--- config.mk ---
export PLATFORM = sky130hd
export DESIGN_NAME = ram16k_loader
export DESIGN_NICKNAME = d
export VERILOG_FILES = /design/src/rtl/ram16k_loader_pkg.sv /design/src/rtl/ram16k_loader.sv
export SDC_FILE = /design/constraint.sdc
export NUM_CORES = 1
export LEC_CHECK = 0
export ABC_AREA = 1
export CAP_MARGIN = 25
export CORE_MARGIN = 2
export CORE_UTILIZATION = 50
export DETAILED_ROUTE_END_ITERATION = 6
export DONT_BUFFER_PORTS = 1
export SYNTH_ARGS = -nofsm -noshare
export SYNTH_HDL_FRONTEND = slang
export SYNTH_SLANG_ARGS = --single-unit
export TNS_END_PERCENT = 10
--- constraint.sdc ---
create_clock -name clk -period 3.05 [get_ports clk]
set_clock_uncertainty 0.05 [all_clocks]
set_input_delay 0.305 -clock clk [delete_from_list [all_inputs] [get_ports clk]]
set_output_delay 0.305 -clock clk [all_outputs]
set_load 0.1 [all_outputs]
--- src/rtl/ram16k_loader_pkg.sv ---
// ram16k_loader_pkg: shared state encoding and sizing for the RAM16K byte-stream loader
package ram16k_loader_pkg;
  localparam int ADDR_W = 15;
  localparam int DATA_W = 16;
  localparam int HDR_BYTES = 4;
  typedef enum logic [2:0] {IDLE, HDR, DATA_HI, DATA_LO, WRITE, DONE} state_t;
endpackage

--- src/rtl/ram16k_loader.sv ---
// ram16k_loader: framed byte stream to consecutive RAM16K word writes with checksum
module ram16k_loader
  import ram16k_loader_pkg::*;
#(
  parameter int ADDR_W = ram16k_loader_pkg::ADDR_W,
  parameter int DATA_W = ram16k_loader_pkg::DATA_W
) (
  input  logic              clk,
  input  logic              reset,
  input  logic              start,
  input  logic              rx_valid,
  input  logic [7:0]        rx_data,
  output logic              rx_ready,
  output logic [DATA_W-1:0] ram_in,
  output logic              ram_load,
  output logic [ADDR_W-1:0] ram_address,
  output logic              busy,
  output logic              done,
  output logic [DATA_W-1:0] checksum
);
  state_t              state_q;
  logic [1:0]          idx_q;
  logic [7:0]          hi_q;
  logic [15:0]         cnt_q;
  logic [DATA_W-1:0]   ram_in_q;
  logic [DATA_W-1:0]   sum_q;
  logic [ADDR_W-1:0]   addr_q;
  logic                ram_load_q;
  logic                done_q;
  logic                xfer;
  logic [15:0]         pair;
  assign rx_ready    = (state_q == HDR) || (state_q == DATA_HI) || (state_q == DATA_LO);
  assign busy        = rx_ready || (state_q == WRITE);
  assign xfer        = rx_valid & rx_ready;
  assign pair        = {hi_q, rx_data};
  assign ram_in      = ram_in_q;
  assign ram_load    = ram_load_q;
  assign ram_address = addr_q;
  assign done        = done_q;
  assign checksum    = sum_q;
  // Load sequencer: header capture, word assembly, one-cycle write strobe, bookkeeping on WRITE exit
  always_ff @(posedge clk or posedge reset) begin
    if (reset) begin
      state_q    <= IDLE;
      idx_q      <= 2'd0;
      hi_q       <= 8'd0;
      cnt_q      <= 16'd0;
      ram_in_q   <= '0;
      sum_q      <= '0;
      addr_q     <= '0;
      ram_load_q <= 1'b0;
      done_q     <= 1'b0;
    end else begin
      case (state_q)
        IDLE, DONE: if (start) begin
          state_q <= HDR;
          idx_q   <= 2'd0;
          sum_q   <= '0;
          done_q  <= 1'b0;
        end
        HDR: if (xfer) begin
          idx_q <= idx_q + 2'd1;
          hi_q  <= rx_data;
          if (idx_q == 2'd1) addr_q <= ADDR_W'(pair);
          if (idx_q == 2'(HDR_BYTES - 1)) begin
            cnt_q   <= pair;
            state_q <= (pair == 16'd0) ? DONE : DATA_HI;
            done_q  <= (pair == 16'd0);
          end
        end
        DATA_HI: if (xfer) begin
          hi_q    <= rx_data;
          state_q <= DATA_LO;
        end
        DATA_LO: if (xfer) begin
          ram_in_q   <= DATA_W'(pair);
          ram_load_q <= 1'b1;
          state_q    <= WRITE;
        end
        WRITE: begin
          ram_load_q <= 1'b0;
          sum_q      <= sum_q + ram_in_q;
          addr_q     <= addr_q + ADDR_W'(1);
          cnt_q      <= cnt_q - 16'd1;
          state_q    <= (cnt_q == 16'd1) ? DONE : DATA_HI;
          done_q     <= (cnt_q == 16'd1);
        end
        default: state_q <= IDLE;
      endcase
    end
  end
endmodule

* Word level (Yosys, flattened, before mapping)
Index checks and enable logic that the tools add are counted.
Operators by class: add/sub/neg operators 4, $mul 0, div/mod/pow operators 0, order comparisons 0, equality and inequality tests 14, shifts and indexed selects 0, muxes and demuxes 25, bitwise gates (word level) 1, reductions and logical operators 21
Operator list (count):
- $pmux W16 S2 | 2
- $mux W16 | 3
- $mux W15 | 2
- $pmux W15 S2 | 1
- $mux W3 | 7
- $add A16 B16 Y16 | 1
- $eq A16 B1 Y1 const B | 1
- $logic_not A16 Y1 | 1
- $sub A16 B1 Y16 const B | 1
- $add A15 B1 Y15 const B | 1
- $pmux W3 S5 | 1
- $reduce_and A3 Y1 | 3
- $ne A2 B2 Y1 const B | 4
- $reduce_and A2 Y1 | 4
- $reduce_bool A2 Y1 | 4
- $eq A3 B2 Y1 const B | 2
- $eq A3 B3 Y1 const B | 2
- $reduce_and A5 Y1 | 1
- $mux W1 | 4
- $mux W2 | 2
- $ne A2 B1 Y1 const B | 2
- $pmux W2 S2 | 1
- $reduce_and A4 Y1 | 1
- $reduce_or A2 Y1 | 2
- 10 further kinds | 12
Storage, ports and cells: flip-flop bits (word level) 78, latch bits 0, bits in writable memories 0, ROM bits 0, memories 0

* Depth between registers and ports, before layout
depth after elaboration 6, gate-level depth with buffers 11, mapped depth without buffers 11

* Least setup slack after synthesis
No wires, ideal clock.
path type reg2reg, start point register ram_in_q[0], in the netlist ram_in[0], end point register sum_q[8], in the netlist checksum[8], arrival 2.131 ns, data required time 2.871 ns, slack 0.740 ns, stages on the path, launching flop included 10, path buffers 0, clock period less this slack 2.310 ns, path through dfrtp_1 -> ha_1 -> fa_1 -> nand2_1 -> nand2_1 -> and2_1 -> a21oi_1 -> nand2_1 -> nand2_1 -> o21ai_0
On the way: cells in the longest elaborated chain, start to end 2
Ends and longest elaborated chain:
- start, declared | line ram16k_loader.sv:25 | logic [DATA_W-1:0] ram_in_q;
- start signal, assigned | line ram16k_loader.sv:76 | ram_in_q <= DATA_W'(pair);
- $add A16 B16 Y16 | line ram16k_loader.sv:82 | sum_q <= sum_q + ram_in_q;
- $pmux W16 S2 | line ram16k_loader.sv:54 | case (state_q)
- end signal, assigned | line ram16k_loader.sv:82
- end, declared | line ram16k_loader.sv:26 | logic [DATA_W-1:0] sum_q;
No other way between the ends. A chain may end at the register's enable or synchronous reset.

* Worst setup path in the final report
start point register state_q[2], end point output rx_ready
On the way: cells in the longest elaborated chain, start to end 3, elaborated cells on any way between the ends 5
Ends and longest elaborated chain:
- start, declared | line ram16k_loader.sv:21 | state_t state_q;
- start signal, assigned | line ram16k_loader.sv:67 | state_q <= (pair == 16'd0) ? DONE : DATA_HI;
- start signal, assigned | line ram16k_loader.sv:85 | state_q <= (cnt_q == 16'd1) ? DONE : DATA_HI;
- $eq A3 B1 Y1 / $eq A3 B2 Y1 (equally long branches) | line ram16k_loader.sv:32 | assign rx_ready = (state_q == HDR) || (state_q == DATA_HI) || (state_q == DATA_LO);
- $logic_or A1 B1 Y1 | line ram16k_loader.sv:32
- $logic_or A1 B1 Y1 (*) | line ram16k_loader.sv:32
- end, declared | line ram16k_loader.sv:13 | output logic rx_ready,
Mark *: on every way between the ends. The rest lies on a longest branch, timed or not.

==> key figures <==
GRT
  • Initial antenna violation count: 0
  • First-pass GRT wire length: 21900 µm
  • GRT Overall Usage: 25.0%
  • Largest net degree at the start of global routing: 36
  • Vias in the first global route: 4463
  • Gr ovfl total: 0

Clock tree
  • TritonCTS clock tree: done
  • Htree depth: 3
  • Total CTS buffers: 9
  • Clock root buffer master: clkbuf_8
  • Skew-Pair Late Insertion Delay: 0.36 ns
  • Clk slew on worst S/H paths: 0.08 ns
  • Clk sinks: 78
  • Post-CTS setup buffer count: 0
  • Bufs on Longest Clock Path: 2

Layout
  • Layout cell share with drive strength beyond 1: 11.4%
  • Synth-to-layout area growth: 13.8%
  • Nets: 810
  • Fillers: 971
  • Ant diodes: 0

Setup path
  • Max Fanout on Critical Path: 4
  • Largest stage delay on the critical path: 0.61 ns
  • WP depth: 5
  • CP startpoint kind: flop
  • Req. time, crit path: 2.69 ns
  • Flop-to-flop setup slack: 1.05 ns
  • Critical Path End: rx_ready
  • Setup crit end kind: output pin
  • Slowest cell on the critical path: inv_1
  • CP most frequent cell: nor2_1
  • Type of the worst setup path: reg2out
  • CP startpoint: state_q[2]
  • Worst r2r path cells: 8
  • FF-to-FF Start: ram_in[3]
  • WP buf/inv: 2
  • Worst R2R End: checksum[8]
  • CP Data Arrival Time: 1.87 ns
  • Top delay family on crit path: buffers and inverters
  • Critical path cell sequence: inv_2 -> nand2_2 -> nor2_1 -> nor2_1 -> inv_1

Logic synthesis
  • Cell variety after synth: 37
  • Yosys warning count: 0
  • Yosys top cell by area: dfrtp_1
  • Sequential cell area fraction in the yosys report: 39.0%
  • Top_reg_cell synth: dfrtp_1
  • Post-synth ARST share: 100%
  • Seq cells post-synth: 78
  • Area share of the largest cell type after synthesis: 39.0%
  • Top cells by area, synth: dfrtp_1, nand2_1, inv_1
  • Synthesized instance count: 729
  • Post-synth EDFFs: 0
  • Avg Inst Size Synth: 6.87 µm²
  • Mapped Nets: 762
  • Post-synth design cell area: 5010 µm²

Route
  • DRC violation count after routing: 0
  • Vias per inst: 5.12
  • DRT Pass-1 Iters: 5
  • Final WL: 13200 µm
  • Via count: 4683
  • WL per Instance: 14.5 µm
  • Antenna-violating nets left: 0
  • Initial DRC count: 283

STA
  • Relative slew slack: 38.1%
  • Setup violators final: 0
  • Unrepaired setup endpoints after global routing: no
  • Slew @ Worst Pin: 0.926 ns
  • Final worst path period share: 73.0%
  • Slew Limit Fails: 0
  • Final hold violation count: 0
  • TNS Setup: 0 ns
  • Fmax achieved: 449 MHz
  • Tmin final: 2.23 ns

Min path
  • Hold crit path type: in2reg

Floorplanning
  • Die width: 104 µm
  • Initial Util: 51.5%
  • Boundary Pins: 63
  • Core area: 9730 µm²
  • Die area: 10800 µm²
  • Chip height: 104 µm
  • Num rows: 36

Placed design
  • Gpl congestion: 0.912
  • Port Buffers: 0
  • Dpl hpwl: 10000 µm

Job
  • MaxCap Viol Count: 0

Outcome
  • Status: finished clean
==> area by class of cell <==
class	count	area (µm²)	share of cell area, %
sequential	78	1950	34.2
multi-input combinational	524	2530	44.4
clock inverter	4	95.1	1.67
tap	133	166	2.92
clock buffer	12	135	2.37
inverter	110	414	7.26
timing repair buffer	54	408	7.15
==> timing repair <==
action                                 in CTS  in global routing
endpoints found under the hold margin      33                  0
hold buffers                                1                  0
gates resized for setup                     0                  0
==> Yosys cell counts (6+ instances only) <==
master    number
a21oi_1       34
inv_2          7
nand2_1      229
nand3b_1       6
inv_1        103
dfrtp_1       78
nand3_1       37
nor2_1        75
o21ai_0       72
nand4_1        8
buf_2          9
ha_1          20
==> tightest hold or removal path: cells and delay by family <==
| family | cells | cell delay [ns] |
|---|---|---|
| buf+inv | 1 | 0.06 |
| simple gates | 2 | 0.08 |
==> cell usage in the layout (no fill, tap or decap), types with 3 or more instances in the layout <==
cell type,instances
ha_1,20
xor2_1,3
nand3b_1,6
nand3_1,37
or2_2,5
bufinv_16,3
buf_4,53
nand4_1,8
o21ai_1,3
o21ai_0,72
clkbuf_8,9
nor2_1,75
nor3_1,5
inv_1,102
dfrtp_1,78
nand2_1,229
a21oi_1,34
inv_2,7
a31oi_1,3
clkbuf_1,3
==> registers in the layout (all words and copies together), names as in the netlist <==
signal / count
checksum: 16
cnt_q: 16
ram_in: 16
ram_address: 15
hi_q: 8
state_q: 3
idx_q: 2
done: 1
ram_load: 1
==> cells by family (layout without fill, tap and decap cells) <==
logic type,Yosys count,after routing,synth area share (%)
adder cells (fa/ha/maj),21,21,5.39
AO/OA/AOI/OAI,124,124,13.3
buffers and inverters,127,180,10.5
XOR/XNOR,4,4,0.699
AND/OR/NAND/NOR,375,375,31.1
flip-flops,78,78,39.0
==> routing by layer <==
| metal | global-route usage (%) | share of wire [%] | vias up |
|---|---|---|---|
| met1 | 36.1 | 50 | 2152 |
| met5 | 0 | 0 | - |
| met3 | 3.07 | 4.6 | 16 |
| met2 | 39.0 | 44 | 113 |
| met4 | 8.88 | 1.8 | 0 |
| li1 | - | - | 2402 |
==> metrics by stage <==
stage	area, µm²	setup WS, ns	std cells	hold WS [ns]	utilization, %
CTS	5700	0.818	915	0.0649	58.6
global route	5700	0.718	915	0.100	58.6
finish	5700	0.823	915	0.0884	58.6
detailed placement	5460	1.08	898	0.236	56.1
floorplan	5010	0.700	729	0.403	-
global placement	5460	1.10	898	0.232	56.1
==> how the worst min path moves through the flow <==
stage | depth (start not counted) | end | slack [ns] | startpoint
floorplan | 2 | hi_q[5] | 0.40 | hi_q[5]
global placement | 1 | ram_in[0] | 0.23 | reset
detailed placement | 1 | ram_in[0] | 0.24 | reset
CTS | 3 | state_q[1] | 0.06 | rx_valid
global route | 3 | state_q[1] | 0.10 | rx_valid
finish | 3 | state_q[1] | 0.09 | rx_valid
Power is left out: the tool's default activity adds up to more than one toggle a clock period on the data nets, which glitch-free logic cannot reach.
